===== src/rtl/tlc_light_monitor.sv =====
// Safety interlock beside the traffic light controller: decodes both streets'
// lamps every clock and latches sticky fault flags for unsafe or malformed behaviour.
module tlc_light_monitor #(
  parameter int MIN_YELLOW_CYCLES = 3,
  parameter int MAX_PHASE_CYCLES  = 1000,
  parameter int CNT_W             = 16
) (
  input  logic             masterclk,
  input  logic             reset_button,
  input  logic [2:0]       mainStreetleds,
  input  logic [2:0]       sideStreetleds,
  input  logic             monitor_enable,
  input  logic             clear_faults,
  output logic             fault_onehot,
  output logic             fault_conflict,
  output logic             fault_sequence,
  output logic             fault_yellow_short,
  output logic             fault_timeout,
  output logic             fault_any,
  output logic [2:0]       last_fault_code,
  output logic [CNT_W-1:0] main_green_count
);

  typedef enum logic [1:0] {LAMP_R, LAMP_Y, LAMP_G, LAMP_ILL} lampState;

  localparam logic [CNT_W-1:0] yellowMin = CNT_W'(MIN_YELLOW_CYCLES);
  localparam logic [CNT_W-1:0] phaseMax  = CNT_W'(MAX_PHASE_CYCLES);

  function automatic lampState decodeLamp(input logic [2:0] lamps);
    case (lamps)
      3'b100:  decodeLamp = LAMP_R;
      3'b010:  decodeLamp = LAMP_Y;
      3'b001:  decodeLamp = LAMP_G;
      default: decodeLamp = LAMP_ILL;
    endcase
  endfunction

  // Legal moves are hold, R->G, G->Y and Y->R; both states must already be legal.
  function automatic logic badStep(input lampState prevL, input lampState liveL);
    badStep = !((prevL == liveL) ||
                (prevL == LAMP_R && liveL == LAMP_G) ||
                (prevL == LAMP_G && liveL == LAMP_Y) ||
                (prevL == LAMP_Y && liveL == LAMP_R));
  endfunction

  // Yellow dwell: 1 on entry, saturating count while held, cleared otherwise.
  function automatic logic [CNT_W-1:0] nextYellow(input lampState prevL, input lampState liveL,
                                                  input logic en, input logic [CNT_W-1:0] cnt);
    if (!en || liveL != LAMP_Y)   nextYellow = '0;
    else if (prevL != LAMP_Y)     nextYellow = CNT_W'(1);
    else if (cnt < yellowMin)     nextYellow = cnt + CNT_W'(1);
    else                          nextYellow = cnt;
  endfunction

  logic [2:0]       prevMain, prevSide;
  logic             prevValid;
  logic [CNT_W-1:0] yellowMainCnt, yellowSideCnt, phaseCnt;
  logic [CNT_W-1:0] yellowMainNext, yellowSideNext, phaseNext;
  lampState         liveMainL, liveSideL, prevMainL, prevSideL;
  logic [4:0]       detect, faultsNow, faultsNext;
  logic [2:0]       codeNext;
  logic             greenDone;

  assign faultsNow = {fault_timeout, fault_yellow_short, fault_sequence,
                      fault_conflict, fault_onehot};

  always_comb begin
    liveMainL = decodeLamp(mainStreetleds);
    liveSideL = decodeLamp(sideStreetleds);
    prevMainL = decodeLamp(prevMain);
    prevSideL = decodeLamp(prevSide);

    yellowMainNext = nextYellow(prevMainL, liveMainL, monitor_enable, yellowMainCnt);
    yellowSideNext = nextYellow(prevSideL, liveSideL, monitor_enable, yellowSideCnt);

    phaseNext = '0;
    if (monitor_enable && {mainStreetleds, sideStreetleds} == {prevMain, prevSide})
      phaseNext = (phaseCnt == '1) ? phaseCnt : phaseCnt + CNT_W'(1);

    detect = '0;
    if (monitor_enable) begin
      detect[0] = (liveMainL == LAMP_ILL) || (liveSideL == LAMP_ILL);
      detect[1] = (liveMainL != LAMP_ILL) && (liveSideL != LAMP_ILL) &&
                  (liveMainL != LAMP_R) && (liveSideL != LAMP_R);
      detect[2] = prevValid &&
                  ((prevMainL != LAMP_ILL && liveMainL != LAMP_ILL && badStep(prevMainL, liveMainL)) ||
                   (prevSideL != LAMP_ILL && liveSideL != LAMP_ILL && badStep(prevSideL, liveSideL)));
      detect[3] = (prevMainL == LAMP_Y && liveMainL == LAMP_R && yellowMainCnt < yellowMin) ||
                  (prevSideL == LAMP_Y && liveSideL == LAMP_R && yellowSideCnt < yellowMin);
      detect[4] = phaseNext > phaseMax;
    end

    // A fresh detection survives a simultaneous clear; everything else is wiped.
    faultsNext = detect | (clear_faults ? 5'b0 : faultsNow);

    codeNext = clear_faults ? 3'd0 : last_fault_code;
    if      (detect[0]) codeNext = 3'd1;
    else if (detect[1]) codeNext = 3'd2;
    else if (detect[2]) codeNext = 3'd3;
    else if (detect[3]) codeNext = 3'd4;
    else if (detect[4]) codeNext = 3'd5;

    greenDone = monitor_enable && prevMainL == LAMP_G && liveMainL == LAMP_Y;
  end

  always_ff @(posedge masterclk) begin
    if (reset_button) begin
      prevMain           <= 3'b100;
      prevSide           <= 3'b100;
      prevValid          <= 1'b0;
      yellowMainCnt      <= '0;
      yellowSideCnt      <= '0;
      phaseCnt           <= '0;
      fault_onehot       <= 1'b0;
      fault_conflict     <= 1'b0;
      fault_sequence     <= 1'b0;
      fault_yellow_short <= 1'b0;
      fault_timeout      <= 1'b0;
      fault_any          <= 1'b0;
      last_fault_code    <= 3'd0;
      main_green_count   <= '0;
    end else begin
      prevMain           <= mainStreetleds;
      prevSide           <= sideStreetleds;
      prevValid          <= 1'b1;
      yellowMainCnt      <= yellowMainNext;
      yellowSideCnt      <= yellowSideNext;
      phaseCnt           <= phaseNext;
      fault_onehot       <= faultsNext[0];
      fault_conflict     <= faultsNext[1];
      fault_sequence     <= faultsNext[2];
      fault_yellow_short <= faultsNext[3];
      fault_timeout      <= faultsNext[4];
      fault_any          <= |faultsNext;
      last_fault_code    <= codeNext;
      if (greenDone)
        main_green_count <= main_green_count + CNT_W'(1);
    end
  end

endmodule


===== config.mk =====
export PLATFORM = sky130hd
export DESIGN_NAME = tlc_light_monitor
export DESIGN_NICKNAME = d
export VERILOG_FILES = /design/src/rtl/tlc_light_monitor.sv
export SDC_FILE = /design/constraint.sdc
export NUM_CORES = 1
export LEC_CHECK = 0
export BUFFER_PORTS_ARGS = -buffer_cell sky130_fd_sc_hd__buf_2
export CAP_MARGIN = 20
export CORE_MARGIN = 10
export CORE_UTILIZATION = 50
export CTS_CLUSTER_SIZE = 30
export DETAILED_ROUTE_END_ITERATION = 6
export PLACE_DENSITY = 0.76
export SLEW_MARGIN = 20
export SYNTH_ARGS = -nofsm -noshare
export SYNTH_HDL_FRONTEND = slang
export SYNTH_SLANG_ARGS = --single-unit

===== constraint.sdc =====
create_clock -name masterclk -period 2.4 [get_ports masterclk]
set_clock_uncertainty 0.05 [all_clocks]
set_input_delay 0.24 -clock masterclk [delete_from_list [all_inputs] [get_ports masterclk]]
set_output_delay 0.24 -clock masterclk [all_outputs]
set_load 0.03 [all_outputs]

# [After elaboration in Yosys (flattened, before gate mapping)]
# Index checks and enable logic that the tools add are counted.
[op_classes] n_addsub=4 n_bitwise=1 n_lt_le_gt_ge=3 n_eq_ne=34 muxes=19 reduce_logical=51
[op_table] op="$add 16x1->16 const B" count=4
[op_table] op="$lt 16x2->1 const B" count=2
[op_table] op="$mux 16" count=2
[op_table] op="$pmux 2 s3" count=4
[op_table] op="$logic_and 1x1->1" count=19
[op_table] op="$eq 16x16->1 const B" count=1
[op_table] op="$gt 16x10->1 const B" count=1
[op_table] op="$eq 2x2->1 const B" count=6
[op_table] op="$eq 3x1->1 const B" count=4
[op_table] op="$eq 3x2->1 const B" count=4
[op_table] op="$eq 3x3->1 const B" count=4
[op_table] op="$logic_or 1x1->1" count=11
[op_table] op="$mux 5" count=2
[op_table] op="$mux 3" count=3
[op_table] op="$eq 2x1->1 const B" count=4
[op_table] op="$logic_not 2->1" count=4
[op_table] op="$ne 2x1->1 const B" count=4
[op_table] op="$ne 2x2->1 const B" count=4
[op_table] op="$reduce_bool 2->1" count=4
[op_table] op="$eq 6x6->1" count=1
[op_table] op="$mux 1" count=6
[op_table] op="$reduce_bool 6->1" count=1
[op_table] op="$reduce_or 2->1" count=3
[op_table] op="$reduce_or 3->1" count=2
[op_table] op="8 further kinds" count=12
[word_totals] elab_cells=130 register_bits=80 input_bits=10

# [Longest topological paths before layout]
# Gate-level depths: netlist (run 1).
[depth] depth_word=17 ltp_mapped=8

# [Least setup slack after synthesis (run 1)]
# OpenSTA, ideal clock, no wires.
[synth_path] path_type="reg2reg" from="register phaseCnt[0]" to="register fault_any" slack_ns=0.147 path_stages_with_launch=9 required_time_ns=2.219 n_path_buf=0 synth_period_minus_slack_ns=2.253 arrival_ns=2.073 setup_ns=0.131 cell_sequence="dfxtp_1 ha_1 nand3_2 nor3_1 mux2i_1 nand2_1 o41ai_4 and2_4 a31oi_1"
[synth_via] elab_chain_len=7
[synth_lines] item="start: declaration" line="57" rtl="logic [CNT_W-1:0] yellowMainCnt, yellowSideCnt, phaseCnt;"
[synth_lines] item="start signal: assignment" line="128" rtl="phaseCnt <= phaseNext;"
[synth_lines] item="$add 16x1->16 / $eq 16x16->1 (equally long branches)" line="78" rtl="phaseNext = (phaseCnt == '1) ? phaseCnt : phaseCnt + CNT_W'(1);"
[synth_lines] item="$mux 16 *" line="78"
[synth_lines] item="$mux 16 *" line="77" rtl="if (monitor_enable && {mainStreetleds, sideStreetleds} == {prevMain, prevSide})"
[synth_lines] item="$gt 16x10->1 *" line="90" rtl="detect[4] = phaseNext > phaseMax;"
[synth_lines] item="$mux 5 *" line="81" rtl="if (monitor_enable) begin"
[synth_lines] item="$or 5x5->5 *" line="94" rtl="faultsNext = detect | (clear_faults ? 5'b0 : faultsNow);"
[synth_lines] item="$reduce_or 5->1 *" line="134" rtl="fault_any <= |faultsNext;"
[synth_lines] item="end signal: assignment" line="134"
[synth_lines] item="end: declaration" line="19" rtl="output logic fault_any,"
# Mark *: on every way between the ends. The rest lies on a longest branch, timed or not.
# A chain may end at the register's enable or synchronous reset.

# [Worst setup path after layout (run 1)]
[layout_path] from="register phaseCnt[1]" to="register fault_any"
# The elaborated chain is that of the path after synthesis.

==> results of run 1 <==
==> registers in the layout, summed over array words and instances, names as in the netlist, 3 cells and up <==
| name | count |
|---|---|
| prevSide | 3 |
| yellowSideCnt | 16 |
| prevMain | 3 |
| phaseCnt | 16 |
| main_green_count | 16 |
| yellowMainCnt | 16 |
| last_fault_code | 3 |
==> cells by family after synthesis <==
kind of cell | Yosys count
AOI/OAI and AO/OA | 47
xor gates and xnor gates | 31
adders and majority gates | 4
buffers and inverters | 26
DFF | 80
muxes | 7
and+or+nand+nor | 190
==> cell usage in the layout (no fill, tap or decap), types with 3 or more instances in the layout <==
master	n
nor3_1	9
and2_1	28
xor2_1	15
dfxtp_1	78
nand2_1	24
nor3b_1	8
and4_1	4
xnor2_1	16
or3_1	3
and3_1	6
a31oi_1	5
nand2b_1	3
nand4_1	10
inv_1	8
buf_2	34
nand3_1	19
o21ai_0	11
nor2b_1	11
ha_1	3
nor4_1	9
clkbuf_8	9
nor2_1	37
buf_4	13
mux2i_1	6
a21oi_1	15
==> worst paths after layout <==
check	slack (ns)	startpoint	depth (start not counted)	to
setup / recovery	0.11	phaseCnt[1]	8	fault_any
hold / removal	0.08	reset_button	2	prevValid
setup reg to reg	0.11	phaseCnt[1]	8	fault_any
hold reg to reg	0.41	yellowSideCnt[15]	1	yellowSideCnt[15]
==> cell usage after synthesis (2+ instances only) <==
cell type	instances
dfxtp_1	80
nor2_1	37
and2_1	28
nand2_1	24
nand3_1	19
xnor2_1	16
a21oi_1	15
xor2_1	15
nor2b_1	11
o21ai_0	11
nand4_1	10
nor4_1	10
nor3_1	9
clkbuf_1	8
inv_1	8
nor3b_1	8
and3_1	6
buf_2	6
mux2i_1	6
a31oi_1	5
and4_1	4
ha_1	4
nand2b_1	3
or3_1	3
a2111oi_0	2
buf_4	2
nand4_2	2
nand4_4	2
nor4bb_1	2
or2_2	2
==> timing repair <==
action / 4_1_cts / 5_1_grt
resized for setup: 0 / 5
endpoints found under the setup margin: 0 / 5
hold buffers: 0 / 0
==> power by group <==
part / switching (mW) / leakage (nW) / total [mW] / internal (mW)
Sequential: 0.0106 / 0.648 / 1.35 / 1.34
Combinational: 0.0676 / 0.877 / 0.109 / 0.0410
Clock: 0.499 / 0.103 / 1.09 / 0.591
Total: 0.577 / 1.63 / 2.55 / 1.97
==> per-layer routing <==
metal	track usage [%]	up-vias	part of all wire (%)	wire length [um]
met5	0	-	0.18	13
met4	5.77	2	1.3	97
met3	4.71	12	5.3	392
met2	21.4	66	46	3410
met1	17.6	1304	47	3480
li1	-	1440	-	-
==> final cells by class <==
| class | instances | area, um^2 |
|---|---|---|
| Inverter | 9 | 33.8 |
| Clock buffer | 10 | 128 |
| Multi-Input combinational cell | 279 | 1860 |
| Clock inverter | 6 | 92.6 |
| Sequential cell | 80 | 1600 |
| Timing Repair Buffer | 47 | 268 |
| Fill cell | 581 | 2760 |
| Tap cell | 96 | 120 |
==> per-stage QoR <==
step                util [%]  power [mW]  setup WS, ns
floorplan                  -        1.46         0.147
global placement        56.3        1.49         0.163
detailed placement      56.3        1.49        0.0967
CTS                     59.5        2.56        0.0524
global route            59.8        2.64       -0.0525
finish                  59.8        2.55         0.109
==> critical path, cell delays in order, from the launching register on <==
cell,delay (ns)
dfxtp_2,0.38
ha_2,0.22
nand3_2,0.15
nor3_1,0.30
mux2i_1,0.26
nand2_1,0.11
o41ai_4,0.40
and2_4,0.23
a31oi_1,0.08
==> flow_summary.json, run 1 <==
{
  "leakage_nw": 1.63,
  "cts_sinks": 80,
  "drive_gt1_share_pct": 19.3,
  "synth_edf_count": 0,
  "core_area_um2": 6870,
  "postRouteAntennaNets": 0,
  "avgViaCountPerCell": 5.36,
  "insertion_delay_ns": 0.36,
  "crit_type": "reg2reg",
  "setup_viol": 0,
  "synth-compound-area-share_pct": 9.42,
  "nets": 440,
  "place_hpwl_mm": 5.30,
  "synth_area_um2": 3560,
  "finalMaxSlewViolations": 0,
  "cap_viol_max_count": 0,
  "synthFlopType": "dfxtp_1",
  "ir_worst_vdd_v": 0.000353,
  "instances_no_fill": 527,
  "required_ns": 2.58,
  "cp-start-kind": "register",
  "yosys.area_share.xor_xnor_pct": 7.63,
  "drc": 0,
  "synthAdderAreaFrac_pct": 1.41,
  "vias": 2824,
  "status": "finished clean",
  "h-tree-depth": 3,
  "routabilityCongestion": 0.933,
  "path_clk_slew_ns": 0.08,
  "dieArea_um2": 10900,
  "clockBufferDepth": 2,
  "dieWidth_um": 104,
  "synthCells": 385,
  "synthArstFlopShare_pct": 0,
  "grt_max_degree": 31,
  "drt-initial-drc-count": 184,
  "antenna_found_initial": 1,
  "end_kind": "register",
  "ios": 35,
  "yosys_warnings": 0,
  "ys_ff_latch": 80,
  "grtUsageTotal_pct": 14.0,
  "area_growth_syn_to_layout_pct": 15.5,
  "finalHoldWorstSlack_ns": 0.0844,
  "wl_per_cell_um": 14.0,
  "yosys.area.top_type": "dfxtp_1",
  "fin_crit_sh_pct": 95.5,
  "gr-total-overflow": 0,
  "hold_path.class": "in2reg",
  "finalHoldViolCount": 0,
  "synth.area.top_cells": "dfxtp_1 (45%), and2_1 (4.9%), xnor2_1 (3.9%)",
  "synth_top_family_by_area": "simple AND/OR/NAND/NOR gates",
  "synthMuxAreaShare_pct": 2.11,
  "portBuffers": 34,
  "die_h_um": 104,
  "dp_cells": 511,
  "ys_types": 57,
  "path_max_fanout": 6,
  "synthSimpleGateAreaFrac_pct": 31.3,
  "wl_mm": 7.39,
  "core.rowCount": 30,
  "tritoncts": "yes",
  "post_dp_cell_area_um2": 3870,
  "min_period_ns": 2.29,
  "start_util_pct": 51.8,
  "fin_area_um2": 4110,
  "max_freq_mhz": 436,
  "synth.avg_cell_area_um2": 9.24,
  "netlist.area_leader.share_pct": 45.0,
  "cp.arrival_ns": 2.48,
  "tightest_slew_ns": 0.519,
  "first_pass_iters": 4,
  "tns_ns": 0,
  "seq_area_frac_synth_pct": 45.0,
  "p_per_area_nw_per_um2": 620,
  "cts_root_buffer": "clkbuf_8",
  "slew_headroom_pct": 65.3,
  "grt_pass1_wl_mm": 13.0,
  "n_antenna_cell": 0,
  "first_global_vias": 2817,
  "cts_setup_buffers": 0,
  "synthesis.nets": 399,
  "cts_made_buffers": 9
}
Power figures use the tool's default switching activity.
==> run 2: changes to the inputs <==
- ABC_AREA: not set -> 1
- CAP_MARGIN: 20 -> 10
- REMOVE_ABC_BUFFERS: not set -> 1
==> run 2 against run 1 <==
  * Global-route usage up 0.73 points
  * Sequential cell count is the same
  * Combinational power rose by 17%
  * Synthesized cell count grew 41%
  * Highest routed layer is now met4
  * Total power fell by 8.1%
  * Largest cell class unchanged
  * Critical path type unchanged
  * Critical endpoint is now last_fault_code[0]
  * Core utilization fell by 1.7 points
  * Clock power is 21% lower
==> flow_summary.json, run 2 <==
{
  "status": "finished clean",
  "netlist.area_leader.share_pct": 43.0,
  "wl_mm": 8.05,
  "end_kind": "register",
  "cp.arrival_ns": 2.43,
  "first_global_vias": 3262,
  "yosys.area.top_type": "dfxtp_1",
  "synthArstFlopShare_pct": 0,
  "fin_crit_sh_pct": 93.2,
  "setup_slack_ns": 0.164,
  "hold_path.class": "in2reg",
  "path_max_fanout": 6,
  "start_util_pct": 51.3,
  "dieArea_um2": 11300,
  "synth_commonest_cells": "nand2_1 (120), nor2_1 (101), inv_1 (82)",
  "setup_viol": 0,
  "finalMaxSlewViolations": 0,
  "synth_area_um2": 3720,
  "portBuffers": 34,
  "seq_area_frac_synth_pct": 43.0,
  "cts.hold.buffers_added": 0,
  "path_clk_slew_ns": 0.08,
  "n_antenna_cell": 0,
  "p_per_area_nw_per_um2": 556,
  "core_area_um2": 7250,
  "drc": 0,
  "critical-path-slowest-cell": "dfxtp_2",
  "drt-initial-drc-count": 94,
  "finalHoldViolCount": 0,
  "synth.area.top_cells": "dfxtp_1 (43%), nand2_1 (12%), nor2_1 (10%)",
  "die_h_um": 106,
  "max_freq_mhz": 447,
  "cp-start-kind": "register",
  "synth.avg_cell_area_um2": 6.88,
  "yosys_warnings": 0,
  "finalHoldWorstSlack_ns": 0.109,
  "place_hpwl_mm": 6.16,
  "required_ns": 2.59,
  "cpPeakStageDelay_ns": 0.39,
  "clockBufferDepth": 2,
  "synthCells": 541,
  "routabilityCongestion": 0.931,
  "nets": 597,
  "h-tree-depth": 3,
  "insertion_delay_ns": 0.34,
  "ys_ff_latch": 80,
  "cap_viol_max_count": 0,
  "avgViaCountPerCell": 4.92,
  "gr-total-overflow": 0,
  "leakage_nw": 1.78,
  "postRouteAntennaNets": 0,
  "power_mw": 2.34,
  "core.rowCount": 31,
  "synthFlopType": "dfxtp_1",
  "vias": 3382,
  "wl_per_cell_um": 11.7,
  "fin_util_pct": 58.1,
  "min_period_ns": 2.24,
  "cts_root_buffer": "clkbuf_8",
  "pre_cts_ws_ns": -0.00331,
  "slew_headroom_pct": 52.4,
  "area_growth_syn_to_layout_pct": 13.2,
  "synth_edf_count": 0,
  "crit_type": "reg2reg",
  "ir_worst_vdd_v": 0.000390,
  "grt_max_degree": 36,
  "grt_pass1_wl_mm": 14.2,
  "cts_made_buffers": 9,
  "cp_cell_sequence": "ha_4 > inv_2 > nor2_4 > nand2_4 > o21ai_0 > o21ai_0 > nor2_1 > nand2_1 > nand2_1 > nand2_4 > nand3_2 > nand2_1 > nor2_1 > nor2_1",
  "grtUsageTotal_pct": 14.8,
  "tns_ns": 0,
  "tightest_slew_ns": 0.715,
  "layout_commonest_cell": "nand2_1",
  "ys_types": 33,
  "cts_sinks": 80,
  "ios": 35,
  "dieWidth_um": 106,
  "tritoncts": "yes",
  "first_pass_iters": 5,
  "drive_gt1_share_pct": 14.1,
  "synth_most_common_cell": "nand2_1",
  "final_cell_mix": "nand2_1 (120), nor2_1 (100), inv_1 (82), dfxtp_1 (77), nand3_1 (39)",
  "rsz0062_at_grt": "no",
  "antenna_found_initial": 0
}
run 2: timing repair:
action,CTS,global route
buffers inserted,0,1
setup endpoints to repair,1,5
pin swaps,0,2
resized for setup,1,7
run 2: final timing paths:
check | startpoint | endpoint | slack, ns | cells past startpoint
hold reg to reg | yellowMainCnt[15] | yellowMainCnt[15] | 0.38 | 2
setup reg to reg | phaseCnt[0] | last_fault_code[0] | 0.16 | 14
hold / removal | sideStreetleds[2] | prevSide[2] | 0.11 | 3
setup / recovery | phaseCnt[0] | last_fault_code[0] | 0.16 | 14
run 2: cells by family after synthesis:
kind of cell,share of synthesized area (%)
simple gates,37.1
buf+inv,9.92
flops,43.0
compound gates,6.93
xor+xnor,1.65
fa+ha+maj,1.35
run 2: metrics by stage:
| step | cell area (um^2) | instances |
|---|---|---|
| 2_1_floorplan | 3670 | 531 |
| 3_3_place_gp | 4010 | 670 |
| 3_5_place_dp | 4010 | 670 |
| 4_1_cts | 4180 | 686 |
| 5_1_grt | 4210 | 687 |
| 6_report | 4210 | 687 |
run 2: worst max-delay path: cells and delay by family (launching register included):
family                   cells  cell delay (ns)
AND/OR/NAND/NOR             10             1.02
AO/OA/AOI/OAI                2             0.47
flip-flops                   1             0.39
adder cells (fa/ha/maj)      1             0.18
buffers and inverters        1             0.05
run 2: final cells by class:
class                   count  area, um^2
clock buffers              11         141
clock inverters             5        32.5
fillers                   721        3040
inverters                  84         318
multi-input cells         367        1770
flip-flops and latches     80        1610
well taps                  99         124
repair buffers             41         223
run 2: where the power goes:
part           total (mW)  internal [mW]  leakage, nW  switching, mW
clock network       0.865          0.400       0.0813          0.465
registers            1.35           1.34        0.649        0.00827
logic               0.128         0.0393         1.05         0.0886
total                2.34           1.78         1.78          0.562
run 2: metal layers:
layer  vias to the layer above  wire length, um  track usage [%]  part of all wire [%]
met4                         0              120             5.61                   1.5
li1                       1784                -                -                     -
met3                        10              461             4.59                   5.7
met2                        75             3730             23.8                    46
met5                         -                0                0                     0
met1                      1513             3730             18.1                    46
==> run 3: changes to the inputs <==
- CELL_PAD_IN_SITES_DETAIL_PLACEMENT: not set -> 0
- CELL_PAD_IN_SITES_GLOBAL_PLACEMENT: not set -> 2
- CORE_UTILIZATION: 50 -> 30
- PLACE_DENSITY: 0.76 -> 0.8
- SETUP_SLACK_MARGIN: not set -> 0.3
==> run 3 against run 2 <==
  * Sequential cell count unchanged
  * Critical path depth stayed put
  * Critical endpoint is now fault_any
  * Fmax grew 4.2%
  * Largest power group is now clock
  * Critical path type unchanged
==> flow_summary.json, run 3 (synthesized netlist as in run 2, its figures left out) <==
{
  "path_max_fanout": 6,
  "first_global_vias": 3237,
  "cap_viol_max_count": 0,
  "seq_area_um2": 1620,
  "n_fill_cell": 1267,
  "fin_crit_sh_pct": 89.4,
  "grt_pass1_wl_mm": 15.2,
  "finalHoldViolCount": 0,
  "portBuffers": 34,
  "vias": 3392,
  "drt-initial-drc-count": 185,
  "cts_sinks": 80,
  "tritoncts": "yes",
  "drive_gt1_share_pct": 20.0,
  "wl_per_cell_um": 11.7,
  "layout_commonest_cell": "nand2_1",
  "drc": 0,
  "wl_met3_um": 398,
  "min_period_ns": 2.15,
  "clockBufferDepth": 2,
  "dp_cells": 740,
  "instances_no_fill": 767,
  "end_kind": "register",
  "start_util_pct": 30.9,
  "required_ns": 2.57,
  "crit_type": "reg2reg",
  "leakage_nw": 1.92,
  "wl_met2_mm": 3.98,
  "hold_path.class": "in2reg",
  "cp.arrival_ns": 2.31,
  "routabilityCongestion": 0.843,
  "path_clk_slew_ns": 0.06,
  "slew_headroom_pct": 63.4,
  "status": "finished clean",
  "max_freq_mhz": 466,
  "insertion_delay_ns": 0.34,
  "area_growth_syn_to_layout_pct": 23.7,
  "n_antenna_cell": 0,
  "ir_worst_vdd_v": 0.000223,
  "die_h_um": 131,
  "nets": 608,
  "antenna_found_initial": 0,
  "setup_viol": 0,
  "cts_root_buffer": "clkbuf_16",
  "core_area_um2": 12100,
  "grtUsageTotal_pct": 10.6,
  "avgViaCountPerCell": 4.42,
  "core.rowCount": 40,
  "first_pass_iters": 4,
  "dieWidth_um": 131,
  "highest_layer": "met4",
  "cts.hold.buffers_added": 0,
  "gr-total-overflow": 0,
  "dieArea_um2": 17300,
  "tns_ns": 0,
  "final_cell_mix": "nand2_1 (113), nor2_1 (92), inv_1 (82), dfxtp_1 (70), nand3_1 (36)",
  "fin_util_pct": 38.2,
  "cts_made_buffers": 9,
  "postRouteAntennaNets": 0,
  "wl_met1_mm": 4.43,
  "multi_input_area_um2": 1840,
  "grt_max_degree": 24,
  "finalMaxSlewViolations": 0,
  "place_hpwl_mm": 6.75,
  "p_per_area_nw_per_um2": 619,
  "tightest_slew_ns": 0.547,
  "cp-start-kind": "register",
  "ios": 35,
  "rsz0062_at_grt": "yes",
  "h-tree-depth": 3,
  "wl_mm": 8.99
}
[run 3: cell types whose count changed in the layout (fill, tap and decap cells not counted), moves of 8 or more]
| cell | before | now |
|---|---|---|
| clkbuf_8 | 10 | 0 |
| buf_4 | 7 | 15 |
| nor2_1 | 100 | 92 |
| clkbuf_16 | 0 | 9 |
[run 3: routing by layer]
metal  vias up  global-route usage, %
met4         0                   5.01
met3        15                   3.13
met5         -                      0
li1       1816                      -
met1      1513                   13.0
met2        48                   16.7
[run 3: path summary, 6_finish.rpt]
check / end / cells after the start / slack, ns / startpoint
worst min register to register: yellowSideCnt[2] / 2 / 0.38 / yellowSideCnt[2]
worst max-delay path: fault_any / 14 / 0.25 / phaseCnt[1]
worst min-delay path: prevSide[2] / 3 / 0.11 / sideStreetleds[2]
worst max register to register: fault_any / 14 / 0.25 / phaseCnt[1]
[run 3: cell type report]
| type | count | share of cell area, % |
|---|---|---|
| multi-input combinational | 367 | 39.9 |
| sequential | 80 | 35.2 |
| inverter | 84 | 6.96 |
| timing repair buffer | 51 | 6.82 |
| clock buffer | 10 | 4.97 |
| tap | 168 | 4.57 |
| clock inverter | 6 | 1.49 |
| timing repair inverter | 1 | 0.109 |
[run 3: worst max-delay path, stage by stage, from the launching register on]
cell and delay (ns):
dfxtp_4 0.37, ha_4 0.16, inv_2 0.05, nor2_4 0.13, nand2_4 0.08, nor2_4 0.18
buf_4 0.15, nand2_1 0.04, nand3_1 0.12, nand3_2 0.09, nor2_1 0.13, nand3_1 0.12
nand2_4 0.12, a21oi_2 0.07, o21bai_1 0.16
[run 3: timing repair]
item	in CTS	in global routing
endpoints found under the setup margin	5	8
resized for setup	18	23
pin swaps	5	2
gates cloned	0	1
setup buffers	3	7
[run 3: power breakdown]
group	internal (mW)	switching, mW	leakage (nW)
Clock	0.811	0.557	0.143
Sequential	1.34	0.00823	0.653
Combinational	0.0412	0.0931	1.12
Total	2.19	0.658	1.92
[run 3: metrics by stage]
stage	instance area (um^2)	power (mW)	worst slack, ns	hold slack (ns)
3_3_place_gp	4110	1.51	0.143	0.364
4_1_cts	4480	2.91	0.303	0.0979
2_1_floorplan	3670	1.46	0.157	0.257
5_1_grt	4600	2.96	0.118	0.131
3_5_place_dp	4110	1.51	0.0718	0.370
6_report	4600	2.85	0.255	0.111
